$ cat config.mk
export PLATFORM = sky130hd
export DESIGN_NAME = regfile_writeback
export DESIGN_NICKNAME = d
export VERILOG_FILES = /design/src/rtl/regfile_writeback_pkg.sv /design/src/rtl/wb_bypass_match.sv /design/src/rtl/regfile_writeback.sv
export SDC_FILE = /design/constraint.sdc
export NUM_CORES = 2
export LEC_CHECK = 0
export CORE_MARGIN = 2
export CORE_UTILIZATION = 24
export CTS_BUF_LIST = sky130_fd_sc_hd__clkbuf_4 sky130_fd_sc_hd__clkbuf_8
export CTS_CLUSTER_DIAMETER = 40
export DETAILED_ROUTE_END_ITERATION = 12
export SYNTH_ARGS = -nofsm -noshare
export SYNTH_HDL_FRONTEND = slang
export SYNTH_SLANG_ARGS = --single-unit
export TNS_END_PERCENT = 20
$ cat constraint.sdc
create_clock -name clk -period 11.45 [get_ports clk]
set_clock_uncertainty 0.05 [all_clocks]
set_input_delay 1.7175 -clock clk [delete_from_list [all_inputs] [get_ports clk]]
set_output_delay 1.7175 -clock clk [all_outputs]
set_load 0.02 [all_outputs]
$ cat src/rtl/regfile_writeback_pkg.sv
// regfile_writeback_pkg: shared word width, zero-register index and writeback entry layout
package regfile_writeback_pkg;
  localparam int WORD = 64;
  localparam logic [4:0] XZR = 5'd31;
  typedef struct packed {
    logic [4:0]      rd;
    logic [WORD-1:0] data;
  } wb_entry_t;
endpackage

$ cat src/rtl/wb_bypass_match.sv
// wb_bypass_match: youngest-first search of pending writeback entries for one decode read port
// Ports: i_rd/i_data queue storage, i_head/i_pending live window, i_out_* output register,
//        i_addr read address; o_hit/o_data match result (zero on miss).
module wb_bypass_match import regfile_writeback_pkg::*; #(
  parameter int DEPTH = 4,
  parameter int WIDTH = WORD,
  localparam int AW = $clog2(DEPTH),
  localparam int PW = AW + 1
) (
  input  logic [DEPTH-1:0][4:0]       i_rd,
  input  logic [DEPTH-1:0][WIDTH-1:0] i_data,
  input  logic [AW-1:0]               i_head,
  input  logic [PW-1:0]               i_pending,
  input  logic                        i_out_vld,
  input  logic [4:0]                  i_out_rd,
  input  logic [WIDTH-1:0]            i_out_data,
  input  logic [4:0]                  i_addr,
  output logic                        o_hit,
  output logic [WIDTH-1:0]            o_data
);
  // Oldest first so each younger match overrides: output register, then head..tail-1.
  always_comb begin
    o_hit = i_out_vld && i_out_rd == i_addr;
    o_data = o_hit ? i_out_data : '0;
    for (int j = 0; j < DEPTH; j++) begin
      if (PW'(j) < i_pending && i_rd[i_head + AW'(j)] == i_addr) begin
        o_hit = 1'b1;
        o_data = i_data[i_head + AW'(j)];
      end
    end
    if (i_addr == XZR) begin
      o_hit = 1'b0;
      o_data = '0;
    end
  end
endmodule

$ cat src/rtl/regfile_writeback.sv
// regfile_writeback: in-order queue of ALU/load results draining one write per cycle into regfile
// Ports: alu_*/mem_* valid/ready result channels (mem older on a tie), write_register/write_data/
//        RegWrite registered regfile write port, read_register1/2 decode addresses with
//        bypass_hit/bypass_data, pending queue occupancy (excludes the output register).
module regfile_writeback import regfile_writeback_pkg::*; #(
  parameter int DEPTH = 4,
  parameter int WIDTH = WORD,
  localparam int AW = $clog2(DEPTH),
  localparam int PW = AW + 1
) (
  input  logic             clk,
  input  logic             reset,
  input  logic             alu_valid,
  output logic             alu_ready,
  input  logic [4:0]       alu_rd,
  input  logic [WIDTH-1:0] alu_data,
  input  logic             mem_valid,
  output logic             mem_ready,
  input  logic [4:0]       mem_rd,
  input  logic [WIDTH-1:0] mem_data,
  output logic [4:0]       write_register,
  output logic [WIDTH-1:0] write_data,
  output logic             RegWrite,
  input  logic [4:0]       read_register1,
  input  logic [4:0]       read_register2,
  output logic             bypass_hit1,
  output logic             bypass_hit2,
  output logic [WIDTH-1:0] bypass_data1,
  output logic [WIDTH-1:0] bypass_data2,
  output logic [PW-1:0]    pending
);
  logic [DEPTH-1:0][4:0]       r_rd;
  logic [DEPTH-1:0][WIDTH-1:0] r_data;
  logic [AW-1:0]               r_head, r_tail;
  logic                        w_push_mem, w_push_alu, w_pop;
  // Ready ignores a same-cycle pop; alu only gets the last slot when mem is not competing.
  assign mem_ready = !reset && pending <= PW'(DEPTH - 1);
  assign alu_ready = !reset && (pending <= PW'(DEPTH - 2) || (pending == PW'(DEPTH - 1) && !mem_valid));
  // XZR results complete the handshake but are dropped.
  assign w_push_mem = mem_valid && mem_ready && mem_rd != XZR;
  assign w_push_alu = alu_valid && alu_ready && alu_rd != XZR;
  assign w_pop = pending != '0;
  always_ff @(posedge clk) begin
    if (reset) begin
      pending <= '0;
      r_head <= '0;
      r_tail <= '0;
      RegWrite <= 1'b0;
      write_register <= '0;
      write_data <= '0;
    end else begin
      if (w_push_mem) begin
        r_rd[r_tail] <= mem_rd;
        r_data[r_tail] <= mem_data;
      end
      if (w_push_alu) begin
        r_rd[r_tail + AW'(w_push_mem)] <= alu_rd;
        r_data[r_tail + AW'(w_push_mem)] <= alu_data;
      end
      r_tail <= r_tail + AW'(w_push_mem) + AW'(w_push_alu);
      if (w_pop) begin
        r_head <= r_head + AW'(1);
        write_register <= r_rd[r_head];
        write_data <= r_data[r_head];
      end
      RegWrite <= w_pop;
      pending <= pending + PW'(w_push_mem) + PW'(w_push_alu) - PW'(w_pop);
    end
  end
  wb_bypass_match #(.DEPTH(DEPTH), .WIDTH(WIDTH)) u_match1 (
    .i_rd(r_rd), .i_data(r_data), .i_head(r_head), .i_pending(pending),
    .i_out_vld(RegWrite), .i_out_rd(write_register), .i_out_data(write_data),
    .i_addr(read_register1), .o_hit(bypass_hit1), .o_data(bypass_data1)
  );
  wb_bypass_match #(.DEPTH(DEPTH), .WIDTH(WIDTH)) u_match2 (
    .i_rd(r_rd), .i_data(r_data), .i_head(r_head), .i_pending(pending),
    .i_out_vld(RegWrite), .i_out_rd(write_register), .i_out_data(write_data),
    .i_addr(read_register2), .o_hit(bypass_hit2), .o_data(bypass_data2)
  );
endmodule

==> out/metrics.yaml <==
synth:
  post_synth_fa_ha_maj_area_fraction: 0.00340
  synth-compound-area-share: 0.201
  synth_top_family_by_area: "multiplexers"
  synth_xor_xnor_area_share: 0.0188
  dominant_cell_type_by_area_after_synthesis: "edfxtp_1"
  synth.ff_latch_count: 353
  synth.mux.area_fraction: 0.242
  mean_cell_area_of_the_mapped_netlist_sq_um: 8.69
  total_nets_after_synthesis: 3381
  synth_sequential_area_ratio: 0.351
  synth.top_cell.area_share: 0.296
  synth.distinct_cells: 47
  yosysMostFrequentCell: "nand2_1"
  share_of_synthesized_flip_flops_with_an_asynchronous_set_or_reset: 0
  synth-simple-area-share: 0.136
  area_of_the_mapped_netlist_sq_um: 28000
  ys.warnings.count: 0
  synth_enable_flop_cells: 276
  synth_flop_cell: "edfxtp_1"
  cell_count_after_synthesis: 3222
  synth.cells.most_frequent: "652 x nand2_1, 533 x mux2i_1, 276 x edfxtp_1"
  synthTopCellsByArea: "edfxtp_1 30%, mux2i_1 19%, nand2_1 8.7%"
sta:
  min_period_ns: 8.00
  setup-violations-final: 0
  timing_hold_violations_final: 0
  timing_max_transition_violations_final: 0
  slew_at_the_pin_closest_to_its_max_slew_limit_ns: 1.28
  share_of_the_clock_period_used_by_the_worst_path_after_layout: 0.699
  rsz0062_at_grt: "no"
  setup_total_negative_slack_ns: 0
  worst_slew_margin_rel: 0.145
  timing.fmax_mhz: 125
  whs_ns: 0.438
clock_tree:
  postCtsResizedCells: 0
  num_cts_buffers: 96
  cts-hold-fix-buffers: 0
  clkLatencyLatePin_ns: 0.75
  cts_post_setup_buffers_inserted: 0
  clk_pin_slew_ns: 0.05
  cts.sink_count: 353
  cts-root-buf: "clkbuf_8"
  cts_tree: "yes"
  cts.htree.levels: 3
  max-clock-path-buffers: 3
setup_path:
  regToRegStartpoint: "pending[2]$_SDFF_PP0_"
  reg2reg_setup_slack_ns: 6.04
  stage_delay_of_the_slowest_cell_on_the_critical_path_ns: 0.81
  path_cells: "clkdlybuf4s50_1, xor2_1, nor4_1, nand3_1, nor2_4, buf_4, a221o_1, a31o_1, clkdlybuf4s50_1"
  worst_path_most_repeated_cell: "clkdlybuf4s50_1"
  number_of_cells_traversed_by_the_worst_register_to_register_path: 8
  cp-end-kind: "output pin"
  crit_path_max_fanout: 49
  worst_path_class_setup: "in2out"
  crit_path_slowest_cell: "buf_4"
  worst_setup_path_start_kind: "input pin"
  arrival_ns: 6.24
  worst_setup_path_startpoint: "read_register2[4]"
  worst_path_required_ns: 9.68
  regToRegEndpoint: "r_data[156]$_DFFE_PN_"
  worstSetupEndpoint: "bypass_data2[35]"
floorplanning:
  die_area_sq_um: 119000
  floorplan.core_area_sq_um: 116000
  ios: 357
  die-height_microns: 346
  floorplan.rows: 125
  die_w_microns: 346
  initial_core_util: 0.242
detailed_routing:
  routed_wirelength_microns: 121000
  num_vias: 26900
  post-route-drc-count: 0
  detail_route.first_pass.iterations: 6
  detail-route-antenna-nets: 0
  detailedRoute.firstIterationViolations: 2834
  wire_per_inst_microns: 24.1
  route.detailed.vias_per_inst: 5.35
cells_and_area:
  post_route_cells_drive_above_1_share: 0.117
  layoutNonFillerInstCount: 5028
  fin_nets: 3572
  final_core_util: 0.303
  area_growth_pct: 25.4
power_and_ir_drop:
  power.density_cell_area_nw_per_um2: 250
  share_of_power_burned_in_the_clock_network: 0.230
  power_uw: 8790
  share_seq_of_total_power: 0.249
  comb_power_share: 0.521
  leakage_uw: 0.0122
  irDropWorstVdd_mv: 0.217
  netSwitchingPower_uw: 3920
  switching_share: 0.446
  internal_power_uw: 4870
run_status:
  status: "finished, final reports clean"
run:
  max-cap-violations: 0
global_routing:
  grt_start_max_net_pins: 127
  vias_in_the_first_global_route: 25800
  initial_antenna_violation_count: 18
  groute.usage.overall: 0.195
  globalRoute.totalOverflow: 0
  wire_length_of_the_first_global_routing_pass_microns: 176000
placed_design:
  place.detailed.hpwl_microns: 74400
  place.detailed.instances: 4839
  io_buffers: 356
  place_congestion: 0.872
min_path:
  worst_hold_path_type: "reg2reg"
==> how the worst min path moves through the flow <==
stage	start	end	slack, ns	cells after the start
2_1_floorplan	write_data[62]$_SDFFE_PP0N_	write_data[62]$_SDFFE_PP0N_	0.50	2
3_3_place_gp	write_data[21]$_SDFFE_PP0N_	write_data[21]$_SDFFE_PP0N_	0.42	2
3_5_place_dp	write_data[21]$_SDFFE_PP0N_	write_data[21]$_SDFFE_PP0N_	0.43	2
4_1_cts	write_data[21]$_SDFFE_PP0N_	write_data[21]$_SDFFE_PP0N_	0.43	2
5_1_grt	write_data[21]$_SDFFE_PP0N_	write_data[21]$_SDFFE_PP0N_	0.46	2
6_report	write_data[9]$_SDFFE_PP0N_	write_data[9]$_SDFFE_PP0N_	0.44	2
==> through the flow <==
step,setup slack [ns],cell area (sq um)
3_3_place_gp,3.52,32800
3_5_place_dp,3.53,32800
4_1_cts,3.45,35100
2_1_floorplan,3.35,28000
5_1_grt,3.22,35100
6_report,3.45,35100
==> per-layer routing <==
metal / vias to the layer above / wire [microns] / track usage
met5: - / 75 / 0
met3: 271 / 11000 / 0.0496
met4: 12 / 4160 / 0.0797
met1: 13000 / 50500 / 0.248
met2: 1318 / 55500 / 0.313
li1: 12300 / - / -
==> cell usage in the layout, fill, tap and decap left out, types with 3 or more instances in the layout <==
cell / instances
a21oi_1: 269
a221o_1: 128
a31o_1: 65
a31o_2: 63
and2_4: 3
and3_1: 4
buf_4: 45
bufinv_16: 15
clkbuf_4: 24
clkbuf_8: 107
clkdlybuf4s50_1: 355
clkinv_1: 8
clkinv_2: 17
clkinv_8: 3
clkinvlp_4: 4
dfxtp_1: 75
diode_2: 10
edfxtp_1: 276
ha_1: 5
inv_1: 19
mux2_2: 63
mux2i_1: 533
mux4_2: 33
nand2_1: 649
nand2_4: 3
nand2b_1: 3
nand3_1: 9
nand4_1: 4
nor2_1: 270
nor2b_1: 3
nor3_1: 4
nor3_2: 3
nor4_1: 5
o21ai_0: 200
o22ai_1: 128
or2_2: 5
xnor2_1: 28
xor2_1: 32
==> power by group through the flow <==
stage	Combinational (uW)	Sequential [uW]	Clock, uW
floorplan	2940	2140	0
global placement	4490	2180	0
detailed placement	4530	2200	0
CTS	4550	2180	2060
global route	4900	2240	2120
finish	4570	2190	2020
==> critical path, delay by kind of cell <==
family                 cells  cell delay (ns)
buffers and inverters      3             2.10
XOR/XNOR                   1             0.25
AND/OR/NAND/NOR            3             1.61
AO/OA/AOI/OAI              2             0.49
==> final cells by class <==
class                   instances  area [sq um]
repair buffers                401          3910
fillers                     12100         80800
clock inverters                48           659
flip-flops and latches        353          9840
diodes                         10          25.0
clock buffers                 131          1650
multi-input cells            2539         17000
inverters                      22          96.3
well taps                    1524          1910
==> state kept, by name (all words and copies together), names as in the netlist <==
| register | cells |
|---|---|
| r_head | 2 |
| r_rd | 20 |
| write_data | 64 |
| r_data | 256 |
| RegWrite | 1 |
| write_register | 5 |
| pending | 3 |
| r_tail | 2 |
==> cells by family after synthesis <==
| family | count (synthesis) |
|---|---|
| muxes | 629 |
| adders and majority gates | 7 |
| and+or+nand+nor | 980 |
| buffers and inverters | 330 |
| AOI/OAI and AO/OA | 863 |
| DFF | 353 |
| xor gates and xnor gates | 60 |
Power figures use the tool's default switching activity.
